`src/rtl/hbridge_if.sv`:
```
// Bundle of the chopper's regulation inputs and gate/status outputs.
// The master side (current table or testbench) drives the setpoint and the
// measured current; the slave side (the chopper) drives the gates and status.
interface hbridge_if #(
    parameter int CUR_W = 13
);
    logic             enable;
    logic             dir;
    logic [CUR_W-1:0] target;
    logic [CUR_W-1:0] current;
    logic             s_l0;
    logic             s_h0;
    logic             s_l1;
    logic             s_h1;
    logic             chop;
    logic             stall;
    logic [1:0]       state;

    modport master (
        output enable, dir, target, current,
        input  s_l0, s_h0, s_l1, s_h1, chop, stall, state
    );

    modport slave (
        input  enable, dir, target, current,
        output s_l0, s_h0, s_l1, s_h1, chop, stall, state
    );
endinterface

```
`src/rtl/hbridge_chopper.sv`:
```
// Peak-current chopper for one H-bridge coil.
// Four states: IDLE (bridge off), DEAD (all-off before driving), ON (driving,
// comparator blanked for the first cycles), OFF (fixed decay time after a
// trip). Gate commands are active-low and registered together with the state,
// so gates never disagree with the reported state. OFF is at least as long as
// the dead-time, which lets a direction change taken at the end of OFF go
// straight to ON without an extra DEAD phase.
module hbridge_chopper #(
    parameter int CUR_W        = 13,
    parameter int DEAD_CYCLES  = 4,
    parameter int BLANK_CYCLES = 8,
    parameter int TOFF_CYCLES  = 64,
    parameter int ON_MAX       = 256
) (
    input  logic      clk,
    input  logic      resetn,
    hbridge_if.slave  bus
);

    // One shared counter serves every state, so it is sized for the largest
    // interval any state has to time.
    localparam int MAX_A = (DEAD_CYCLES > BLANK_CYCLES) ? DEAD_CYCLES : BLANK_CYCLES;
    localparam int MAX_B = (TOFF_CYCLES > ON_MAX) ? TOFF_CYCLES : ON_MAX;
    localparam int MAX_P = (MAX_A > MAX_B) ? MAX_A : MAX_B;
    localparam int CNT_W = $clog2(MAX_P) + 1;

    // DEAD and OFF count from 0 on entry; ON counts from 1 so the counter
    // equals the on-cycle number directly.
    localparam logic [CNT_W-1:0] DEAD_LAST = CNT_W'(DEAD_CYCLES - 1);
    localparam logic [CNT_W-1:0] OFF_LAST  = CNT_W'(TOFF_CYCLES - 1);
    localparam logic [CNT_W-1:0] BLANK_END = CNT_W'(BLANK_CYCLES);
    localparam logic [CNT_W-1:0] ON_LIMIT  = CNT_W'(ON_MAX);
    localparam logic [CNT_W-1:0] CNT_ONE   = CNT_W'(1);

    // Gate vector order: {s_l0, s_h0, s_l1, s_h1}, 0 = transistor on.
    localparam logic [3:0] GATES_OFF = 4'b1111;
    localparam logic [3:0] GATES_POS = 4'b0110;
    localparam logic [3:0] GATES_NEG = 4'b1001;

    typedef enum logic [1:0] {
        IDLE = 2'd0,
        DEAD = 2'd1,
        ON   = 2'd2,
        OFF  = 2'd3
    } state_t;

    state_t           state_q, state_d;
    logic [CNT_W-1:0] cnt_q, cnt_d, cnt_inc;
    logic             act_dir_q, act_dir_d;
    logic             stall_q, stall_d;
    logic             chop_q, chop_d;
    logic [3:0]       gates_q, gates_d;

    logic             enable;
    logic             dir;
    logic [CUR_W-1:0] target;
    logic [CUR_W-1:0] current;
    logic             go;
    logic             dir_changed;
    logic             tripped;

    assign enable  = bus.enable;
    assign dir     = bus.dir;
    assign target  = bus.target;
    assign current = bus.current;

    assign go          = enable && !stall_q && (target != '0);
    assign dir_changed = (dir != act_dir_q);
    assign tripped     = (cnt_q >= BLANK_END) && (current >= target);

    // Counter never wraps: it sticks at all-ones if ever left running.
    assign cnt_inc = (cnt_q == '1) ? cnt_q : cnt_q + CNT_ONE;

    // Only ON drives the bridge; the latched direction picks the diagonal.
    function automatic logic [3:0] gates_for(input state_t s, input logic d);
        if (s == ON) begin
            return d ? GATES_NEG : GATES_POS;
        end
        return GATES_OFF;
    endfunction

    // Next-state, counter, direction latch, stall and chop decisions.
    always_comb begin
        state_d   = state_q;
        cnt_d     = cnt_inc;
        act_dir_d = act_dir_q;
        stall_d   = stall_q && enable;
        chop_d    = 1'b0;

        case (state_q)
            IDLE: begin
                cnt_d = '0;
                if (go) begin
                    state_d   = DEAD;
                    act_dir_d = dir;
                end
            end
            DEAD: begin
                if (!go) begin
                    state_d = IDLE;
                    cnt_d   = '0;
                end else if (cnt_q >= DEAD_LAST) begin
                    state_d = ON;
                    cnt_d   = CNT_ONE;
                end
            end
            ON: begin
                if (!go) begin
                    state_d = IDLE;
                    cnt_d   = '0;
                end else if (dir_changed) begin
                    state_d   = DEAD;
                    cnt_d     = '0;
                    act_dir_d = dir;
                end else if (cnt_q >= ON_LIMIT) begin
                    state_d = IDLE;
                    cnt_d   = '0;
                    stall_d = 1'b1;
                end else if (tripped) begin
                    state_d = OFF;
                    cnt_d   = '0;
                    chop_d  = 1'b1;
                end
            end
            OFF: begin
                if (!go) begin
                    state_d = IDLE;
                    cnt_d   = '0;
                end else if (cnt_q >= OFF_LAST) begin
                    state_d   = ON;
                    cnt_d     = CNT_ONE;
                    act_dir_d = dir;
                end
            end
            default: begin
                state_d = IDLE;
                cnt_d   = '0;
            end
        endcase

        gates_d = gates_for(state_d, act_dir_d);
    end

    // State, counter and registered gate/status outputs; reset forces all off.
    always_ff @(posedge clk) begin
        if (!resetn) begin
            state_q   <= IDLE;
            cnt_q     <= '0;
            act_dir_q <= 1'b0;
            stall_q   <= 1'b0;
            chop_q    <= 1'b0;
            gates_q   <= GATES_OFF;
        end else begin
            state_q   <= state_d;
            cnt_q     <= cnt_d;
            act_dir_q <= act_dir_d;
            stall_q   <= stall_d;
            chop_q    <= chop_d;
            gates_q   <= gates_d;
        end
    end

    assign bus.s_l0  = gates_q[3];
    assign bus.s_h0  = gates_q[2];
    assign bus.s_l1  = gates_q[1];
    assign bus.s_h1  = gates_q[0];
    assign bus.chop  = chop_q;
    assign bus.stall = stall_q;
    assign bus.state = state_q;

endmodule
```
`src/flat_wrapper.sv`:
```
// flat-port wrapper written by rule: the top's interface ports become plain ports
module hbridge_chopper_flat 
#(
    parameter int CUR_W        = 13,
    parameter int DEAD_CYCLES  = 4,
    parameter int BLANK_CYCLES = 8,
    parameter int TOFF_CYCLES  = 64,
    parameter int ON_MAX       = 256
)
  (clk, resetn, bus_enable, bus_dir, bus_target, bus_current, bus_s_l0, bus_s_h0, bus_s_l1, bus_s_h1, bus_chop, bus_stall, bus_state);
  hbridge_if #(.CUR_W(CUR_W)) bus_i ();
  input  logic clk;
  input  logic resetn;
  input wire logic [$bits(bus_i.enable)-1:0] bus_enable;
  input wire logic [$bits(bus_i.dir)-1:0] bus_dir;
  input wire logic [$bits(bus_i.target)-1:0] bus_target;
  input wire logic [$bits(bus_i.current)-1:0] bus_current;
  output wire logic [$bits(bus_i.s_l0)-1:0] bus_s_l0;
  output wire logic [$bits(bus_i.s_h0)-1:0] bus_s_h0;
  output wire logic [$bits(bus_i.s_l1)-1:0] bus_s_l1;
  output wire logic [$bits(bus_i.s_h1)-1:0] bus_s_h1;
  output wire logic [$bits(bus_i.chop)-1:0] bus_chop;
  output wire logic [$bits(bus_i.stall)-1:0] bus_stall;
  output wire logic [$bits(bus_i.state)-1:0] bus_state;
  assign bus_i.enable = bus_enable;
  assign bus_i.dir = bus_dir;
  assign bus_i.target = bus_target;
  assign bus_i.current = bus_current;
  assign bus_s_l0 = bus_i.s_l0;
  assign bus_s_h0 = bus_i.s_h0;
  assign bus_s_l1 = bus_i.s_l1;
  assign bus_s_h1 = bus_i.s_h1;
  assign bus_chop = bus_i.chop;
  assign bus_stall = bus_i.stall;
  assign bus_state = bus_i.state;
  hbridge_chopper #(.CUR_W(CUR_W), .DEAD_CYCLES(DEAD_CYCLES), .BLANK_CYCLES(BLANK_CYCLES), .TOFF_CYCLES(TOFF_CYCLES), .ON_MAX(ON_MAX)) u_core (.clk(clk), .resetn(resetn), .bus(bus_i));
endmodule
```
`config.mk`:
```
export PLATFORM = sky130hd
export DESIGN_NAME = hbridge_chopper_flat
export DESIGN_NICKNAME = d
export VERILOG_FILES = /design/src/rtl/hbridge_if.sv /design/src/rtl/hbridge_chopper.sv /design/src/flat_wrapper.sv
export SDC_FILE = /design/constraint.sdc
export NUM_CORES = 1
export LEC_CHECK = 0
export BUFFER_PORTS_ARGS = -buffer_cell sky130_fd_sc_hd__clkbuf_2
export CAP_MARGIN = 0
export CORE_UTILIZATION = 40
export DETAILED_ROUTE_END_ITERATION = 10
export PLACE_DENSITY_LB_ADDON = 0.25
export SLEW_MARGIN = 40
export SYNTH_ARGS = -nofsm -noshare
export SYNTH_HDL_FRONTEND = slang
export SYNTH_SLANG_ARGS = --single-unit
```
`constraint.sdc`:
```
create_clock -name clk -period 2.5 [get_ports clk]
set_input_delay 0.375 -clock clk [delete_from_list [all_inputs] [get_ports clk]]
set_output_delay 0.375 -clock clk [all_outputs]
set_load 0.03 [all_outputs]
```
# Word level (Yosys, flattened, before mapping)
# Index checks and enable logic that the tools add are counted.
totals:
  input_bits: 30
  output_inout_bits: 8
  reg_bits: 18
  elab_cells: 64
op_classes:
  muxes: 34
  addsub: 1
  order_cmp: 5
  n_reduce_logical: 9
  eq_ne: 6
  bitwise_logic: 3
ops:
  columns: ["op", "count"]
  rows:
  - ["2-to-1 mux 9 bit", 9]
  - ["one-hot mux 9 bit (4 select lines)", 1]
  - ["2-to-1 mux 2 bit", 9]
  - ["greater-or-equal comparator 13 bit", 1]
  - ["nonzero test 13 bit", 1]
  - ["2-to-1 mux 1 bit", 11]
  - ["adder 9 x 1 -> 9 bit, second input constant", 1]
  - ["equality test 9 bit, second input constant", 1]
  - ["greater-or-equal comparator 9 x 2 -> 1 bit, second input constant", 1]
  - ["greater-or-equal comparator 9 x 4 -> 1 bit, second input constant", 1]
  - ["greater-or-equal comparator 9 x 6 -> 1 bit, second input constant", 1]
  - ["greater-or-equal comparator 9 bit, second input constant", 1]
  - ["2-to-1 mux 4 bit", 2]
  - ["one-hot mux 2 bit (4 select lines)", 1]
  - ["equality test 2 bit, second input constant", 3]
  - ["OR reduction 5 bit", 1]
  - ["logical AND 1 bit", 4]
  - ["NOT 1 bit", 3]
  - ["one-hot mux 1 bit (3 select lines)", 1]
  - ["equality test 2 x 1 -> 1 bit, second input constant", 1]
  - ["logical NOT 2 bit", 1]
  - ["AND reduction 2 bit", 1]
  - ["logical NOT 1 bit", 1]
  - ["inequality test 1 bit", 1]

# Longest topological paths before layout
# Gate-level depths: netlist of the first run.
depth:
  ltp_word: 10
  ltp_mapped: 7
  ltp_nobuf: 7

# Worst setup path after synthesis of the first run
# No wires, ideal clock.
synth_path:
  path_kind: "input to register"
  startpoint: "input bus_target[3]"
  endpoint: "register u_core.cnt_q[6]"
  stages: 7
  setup_ns: 0.095
  setup_slack_ns: 0.743
  arrival_time_ns: 1.662
  cell_sequence: "inv_1 -> ha_1 -> a21oi_1 -> nor2b_1 -> o311ai_4 -> nand4b_4 -> a221oi_1"
synth_via:
  elab_chain_len: 7
synth_lines:
  columns: ["element", "line_no", "text"]
  rows:
  - ["start, declared", "flat_wrapper.sv:16", "input wire logic [$bits(bus_i.target)-1:0] bus_target;"]
  - ["greater-or-equal comparator 13 bit", "hbridge_chopper.sv:69", "assign tripped = (cnt_q >= BLANK_END) && (current >= target);"]
  - ["logical AND 1 bit", "hbridge_chopper.sv:69", null]
  - ["2-to-1 mux 9 bit", "hbridge_chopper.sv:119", "end else if (tripped) begin"]
  - ["2-to-1 mux 9 bit", "hbridge_chopper.sv:115", "end else if (cnt_q >= ON_LIMIT) begin"]
  - ["2-to-1 mux 9 bit", "hbridge_chopper.sv:111", "end else if (dir_changed) begin"]
  - ["2-to-1 mux 9 bit", "hbridge_chopper.sv:108", "if (!go) begin"]
  - ["one-hot mux 9 bit (4 select lines) *", "hbridge_chopper.sv:90", "case (state_q)"]
  - ["end signal, assigned", "hbridge_chopper.sv:155", "cnt_q <= cnt_d;"]
  - ["end, declared", "hbridge_chopper.sv:48", "logic [CNT_W-1:0] cnt_q, cnt_d, cnt_inc;"]
# Every way passes the cells marked *; elsewhere a longest branch is shown, timed or not.
# A chain may end at the register's enable or synchronous reset.

# Final worst setup path of the first run
layout_path:
  startpoint: "register u_core.cnt_q[0]"
  endpoint: "register u_core.cnt_q[7]"
layout_via:
  elab_chain_len: 7
layout_lines:
  columns: ["element", "line_no", "text"]
  rows:
  - ["adder 9 x 1 -> 9 bit, or another cell as far along", "hbridge_chopper.sv:72", "assign cnt_inc = (cnt_q == '1) ? cnt_q : cnt_q + CNT_ONE;"]
  - ["2-to-1 mux 9 bit / logical AND 1 bit (equally long branches)", "hbridge_chopper.sv:72, hbridge_chopper.sv:69", null]
  - ["2-to-1 mux 9 bit", "hbridge_chopper.sv:119", null]
  - ["2-to-1 mux 9 bit", "hbridge_chopper.sv:115", null]
  - ["2-to-1 mux 9 bit", "hbridge_chopper.sv:111", null]
  - ["2-to-1 mux 9 bit", "hbridge_chopper.sv:108", null]
  - ["one-hot mux 9 bit (4 select lines) *", "hbridge_chopper.sv:90", null]
# Marks and branches as above.

==> flow_metrics.tcl, run 1 <==
set metrics [dict create \
    rows 20 \
    drive_gt1_share_pct 30.69 \
    ctsResizeCount 0 \
    antenna_found_initial 0 \
    pwr-share-comb_pct 18.8 \
    p_per_area_nw_per_um2 347.6 \
    fp.dieW_um 59.48 \
    cts_hold_repair.buffers 0 \
    yosysUniqueCellTypes 45 \
    worstPathMaxFanout 8 \
    dr.pass1.iters 4 \
    path_class "flop to flop" \
    die-area_um2 3537 \
    fin_skew_ns 0.005853 \
    cellLeakagePower_nw 0.6790 \
    num_io_pins 38 \
    final-setup-viol-count 0 \
    min_path_type "primary input to flop" \
    ant_nets 0 \
    swShare_pct 27.76 \
    fin_setup_tns_ns 0 \
    fin_ws_ns 0.5573 \
    cts_tree "built" \
    grt_pass1_wl_um 5175 \
    switching_power_mw 0.1504 \
    worstMarginPinSlew_ns 0.4741 \
    preCtsSetupSlack_ns 0.4240 \
    nets 235 \
    syn2layout_area_growth_pct 17.99 \
    root_buffer "clkbuf_4" \
    avgSynthCellArea_um2 8.636 \
    clockBufferDepth 2 \
    ys_warn_count 0 \
    yosys_register_bits 16 \
    async_reset_ff_share_pct 0 \
    vias 1264 \
    rsz0062_at_grt "no" \
    finalCoreUtilization_pct 50.24 \
    core_area_um2 3103 \
    hold_viol 0 \
    portBuffers 37 \
    grt_remaining_overflow 0 \
    clkTransAtPathRegs_ns 0.10 \
    intPower_mw 0.3915 \
    via_per_inst 5.425 \
    fin_crit_sh_pct 77.71 \
    reg2reg_slack_ns 0.56 \
    grt_max_degree 12 \
    hpwl_um 2431 \
    drtIter0Drc 61 \
    routed_wl_um 2977 \
    htreeDepth 1 \
    syn_inst 153 \
    maxCapViolations 0 \
    slew_headroom_pct 68.39 \
    layout_commonest_cell "clkbuf_2" \
    ys_seq_area_share_pct 24.24 \
    grt_util_all_layers_pct 19.13 \
    finalPower_mw 0.5419 \
    ir_worst_vdd_mv 0.1282 \
    cp-start-kind "flop" \
    place_congestion 0.8243 \
    status "finished, final reports clean" \
    fillerInstances 320 \
    clkPwrFrac_pct 33.1 \
    min_period_ns 1.943 \
    grt_pass1_vias 1218 \
    clk_latency_ns 0.30 \
    ys.flop_type "dfxtp_1" \
    cp.required_ns 2.71 \
    diodes 0 \
    final_cell_mix "clkbuf_2, inv_1, dfxtp_1" \
    chipHeight_um 59.48 \
    post_drt_wl_per_cell_um 12.78 \
    p_seq_share_pct 48.1 \
    drc 0 \
    cp-end-kind "flop" \
    numCtsBuffers 3 \
    start_util_pct 42.58 \
    synth_area_um2 1321 \
    cts_setup_buffers 0 \
    cp.arrival_ns 2.15 \
    cts_sinks 16 \
    synth_edf_count 0 \
    slew_viol_final 0 \
    max_clock_freq_mhz 514.7 \
    synth.net_count 198 \
]
cells in the mapped netlist, types with 2 or more instances:
library cell  number  area, um^2
xor2_1             5       43.79
nor3_1             3       15.01
inv_1             19       71.32
o21ai_2            2       17.52
o21ai_0            5       25.02
a211oi_1           4       30.03
dfxtp_1           16       320.3
buf_4              2       15.01
nor2_1             6       22.52
nor4_1             3       18.77
a21oi_1           10       50.05
ha_1              15       187.7
a221oi_1           5       43.79
mux2i_1            2       20.02
o211ai_1           5       37.54
nand4_1           11       68.82
nand3_1            3       15.01
nand2_1           10       37.54
path summary, 6_finish.rpt:
| check | start | endpoint | depth (start not counted) |
|---|---|---|---|
| max | u_core.cnt_q[0] | u_core.cnt_q[7] | 6 |
| min reg2reg | u_core.bus.stall | u_core.bus.stall | 2 |
| min | bus_enable | u_core.bus.stall | 3 |
| max reg2reg | u_core.cnt_q[0] | u_core.cnt_q[7] | 6 |
registers in the layout, indices dropped and copies added (netlist names):
register,flops
u_core.act_dir_q,1
u_core.bus.chop,1
u_core.bus.stall,1
u_core.bus.state,2
u_core.cnt_q,9
u_core.gates_q,2
stage by stage:
step | instance area, um^2 | cells | hold WS, ns
3_3_place_gp | 1523 | 229 | 0.4517
2_1_floorplan | 1321 | 153 | 0.4901
3_5_place_dp | 1523 | 229 | 0.4621
4_1_cts | 1559 | 233 | 0.3036
5_1_grt | 1559 | 233 | 0.3041
6_report | 1559 | 233 | 0.3074
metal layers:
layer	GRT usage (%)	up-vias	wire (um)
met1	22.03	576	1227
met2	35.63	49	1535
li1	-	637	-
met3	2.183	2	196
met4	7.143	0	18
met5	0	-	0
power groups by stage:
stage,clock network (mW),registers [mW],logic (mW)
floorplan,0,0.266,0.0613
global placement,0,0.267,0.0961
detailed placement,0,0.267,0.101
CTS,0.180,0.261,0.102
global route,0.191,0.261,0.115
finish,0.179,0.261,0.102
worst max-delay path, cell delays in order (launching register included):
cell	delay (ns)
dfxtp_1	0.40
ha_1	0.35
a21oi_1	0.25
nand4_1	0.17
nand2_1	0.14
nand3_2	0.19
a221oi_1	0.36
cells by family after synthesis:
group | after synthesis | synth area share [%]
buffers and inverters | 25 | 8.616
and+or+nand+nor | 53 | 26.71
xor gates and xnor gates | 6 | 3.977
DFF | 16 | 24.24
AOI/OAI and AO/OA | 35 | 19.89
adders and majority gates | 15 | 14.20
muxes | 3 | 2.367
area by class of cell:
cell class | instances | area, um^2 | share of cell area, %
multi-input combinational | 112 | 887.1 | 56.90
timing repair buffer | 37 | 185.2 | 11.88
clock buffer | 4 | 36.28 | 2.327
sequential | 16 | 320.3 | 20.55
inverter | 20 | 75.07 | 4.815
tap | 44 | 55.05 | 3.531
Note: power is estimated with default switching activity, not from simulation.
==> inputs of run 2 (changes only) <==
--- a/config.mk
+++ b/config.mk
@@ -5,6 +5,7 @@
 export SDC_FILE = /design/constraint.sdc
 export NUM_CORES = 1
 export LEC_CHECK = 0
+export ABC_AREA = 1
 export BUFFER_PORTS_ARGS = -buffer_cell sky130_fd_sc_hd__clkbuf_2
 export CAP_MARGIN = 0
 export CORE_UTILIZATION = 40
==> constraint.sdc (replaced) <==
create_clock -name clk -period 1.81 [get_ports clk]
set_input_delay 0.2715 -clock clk [delete_from_list [all_inputs] [get_ports clk]]
set_output_delay 0.2715 -clock clk [all_outputs]
set_load 0.03 [all_outputs]
==> run 2 against run 1 <==
Worst hold slack worse by 0.12 ns. Maximum frequency up 25%. Wire length down 8.3%. Power up 44%. Flip-flop and latch count stayed put. Area after synthesis increased by 2.3%. Synthesized cell count up 43%. Non-clock buffer count did not move. Setup slack got worse by 0.30 ns. Largest power group unchanged. Die area increased by 2.2%. Cell count grew 30%.
==> flow_metrics.tcl, run 2 <==
set metrics [dict create \
    ys_seq_area_share_pct 23.70 \
    fin_area_um2 1613 \
    cts_hold_repair.buffers 0 \
    place_congestion 0.8225 \
    holdWs_ns 0.1879 \
    drive_gt1_share_pct 21.32 \
    cp.required_ns 2.01 \
    fp.dieW_um 60.12 \
    finalCoreUtilization_pct 51.56 \
    ys_warn_count 0 \
    cts_tree "built" \
    cp-end-kind "flop" \
    start_util_pct 43.20 \
    routed_wl_um 2730 \
    preCtsSetupSlack_ns 0.1155 \
    synth_area_leaders "dfxtp_1, nand2_1, ha_1" \
    cellLeakagePower_nw 0.8890 \
    switching_power_mw 0.2306 \
    ant_nets 0 \
    final_cell_mix "nand2_1, inv_1, clkbuf_2" \
    finalPower_mw 0.7811 \
    clockBufferDepth 2 \
    grt_max_degree 10 \
    drtIter0Drc 55 \
    cp_slowest_cell "dfxtp_1" \
    dp.cells 298 \
    cts_sinks 16 \
    core_area_um2 3128 \
    htreeDepth 1 \
    grt_remaining_overflow 0 \
    ys.flop_type "dfxtp_1" \
    nets 304 \
    r2r_start "u_core.cnt_q[0]" \
    root_buffer "clkbuf_4" \
    clkPwrFrac_pct 32.9 \
    grt_pass1_vias 1220 \
    numCtsBuffers 3 \
    final-setup-viol-count 0 \
    multi_input_area_um2 843.3 \
    drc 0 \
    fin_skew_ns 0.01088 \
    synth_area_um2 1351 \
    dr.pass1.iters 4 \
    synth_commonest_cells "nand2_1, inv_1, nor2_1, dfxtp_1" \
    hpwl_um 2271 \
    synth.net_count 264 \
    clkTransAtPathRegs_ns 0.11 \
    cp.arrival_ns 1.76 \
    seqCellArea_um2 320.3 \
    regMostFlops "u_core.cnt_q" \
    yosysTopAreaCell "dfxtp_1" \
    pwr-share-comb_pct 20.8 \
    syn_inst 219 \
    die-area_um2 3614 \
    min_path_type "primary input to flop" \
    grt_util_all_layers_pct 16.89 \
    rows 20 \
    slew_headroom_pct 82.14 \
    status "finished, final reports clean" \
    synth_top_area_share_pct 23.70 \
    maxCapViolations 0 \
    layout_commonest_cell "nand2_1" \
    cts_setup_buffers 0 \
    syn2layout_area_growth_pct 19.35 \
    post_drt_wl_per_cell_um 9.040 \
    place_area_um2 1577 \
    cp-start-kind "flop" \
    hold_viol 0 \
    antenna_found_initial 0 \
    chipHeight_um 60.12 \
    startpoint "u_core.cnt_q[0]" \
    clk_latency_ns 0.31 \
    yosys_register_bits 16 \
    diodes 0 \
    swShare_pct 29.52 \
    grt_pass1_wl_um 4698 \
    reg2reg_depth 7 \
    largest_reg_flops 9 \
    min_period_ns 1.552 \
    slew_viol_final 0 \
    portBuffers 37 \
    crit_path_end "u_core.cnt_q[0]" \
    fillerInstances 338 \
    avgSynthCellArea_um2 6.170 \
    fin_setup_tns_ns 0 \
    vias 1356 \
    yosysMostFrequentCell "nand2_1" \
    fin_ws_ns 0.2584 \
    path_class "flop to flop" \
    yosysUniqueCellTypes 24 \
    worstMarginPinSlew_ns 0.2676 \
    p_seq_share_pct 46.3 \
    worstPathMaxFanout 4 \
    fin_cells 302 \
    async_reset_ff_share_pct 0 \
    p_per_area_nw_per_um2 484.3 \
    reg2reg_slack_ns 0.26 \
    rr_endpoint "u_core.cnt_q[0]" \
    worstPathCellList "ha_1 > and3_1 > nand3_1 > xor2_1 > o21ai_0 > nand2_1 > a21oi_1" \
    fin_crit_sh_pct 85.72 \
    synth_edf_count 0 \
    intPower_mw 0.5505 \
    max_stage_delay_ns 0.37 \
    rsz0062_at_grt "no" \
    via_per_inst 4.490 \
    ir_worst_vdd_mv 0.2748 \
    max_clock_freq_mhz 644.5 \
    num_io_pins 38 \
]
## run 2: per-layer routing
metal	up-vias	track usage (%)	share of wire, %
met2	36	28.57	41
met5	-	0	0
li1	755	-	-
met3	5	1.299	4.8
met4	0	7.309	1.7
met1	560	21.72	52
## run 2: cell type report
type / count / area share, %
multi-input cells: 155 / 52.29
flip-flops and latches: 16 / 19.86
repair buffers: 37 / 11.48
inverters: 46 / 10.71
well taps: 44 / 3.413
clock buffers: 4 / 2.250
## run 2: worst max-delay path: cells and delay by family, from the launching register on
kind,cells,cell delay (ns)
fa+ha+maj,1,0.20
flops,1,0.37
simple gates,3,0.48
xor+xnor,1,0.22
compound gates,2,0.18
## run 2: cells by family (layout without fill, tap and decap cells)
kind of cell    after synthesis  count (layout)  synth area share, %
flops                        16              16                23.70
xor+xnor                      3               3                1.945
compound gates               19              19                7.500
simple gates                118             118                39.07
fa+ha+maj                    15              15                13.89
buf+inv                      48              87                13.89
## run 2: power groups by stage
stage,combinational [mW],clock (mW),sequential [mW]
final,0.162,0.257,0.362
after global routing,0.190,0.269,0.362
after CTS,0.164,0.257,0.362
after detailed placement,0.162,0,0.370
after global placement,0.162,0,0.369
after floorplan,0.103,0,0.372
## run 2: timing repair
item	4_1_cts	5_1_grt
resized for setup	0	1
hold endpoints to repair	0	0
setup endpoints to repair	0	1
## run 2: how the worst min path moves through the flow
stage	slack, ns	depth (start not counted)	endpoint	from
after floorplan	0.38	2	u_core.bus.state[1]	resetn
after global placement	0.48	2	u_core.bus.stall	u_core.bus.stall
after detailed placement	0.49	2	u_core.bus.stall	u_core.bus.stall
after CTS	0.19	3	u_core.bus.state[1]	resetn
after global routing	0.21	3	u_core.bus.state[1]	resetn
final	0.19	3	u_core.bus.state[1]	resetn
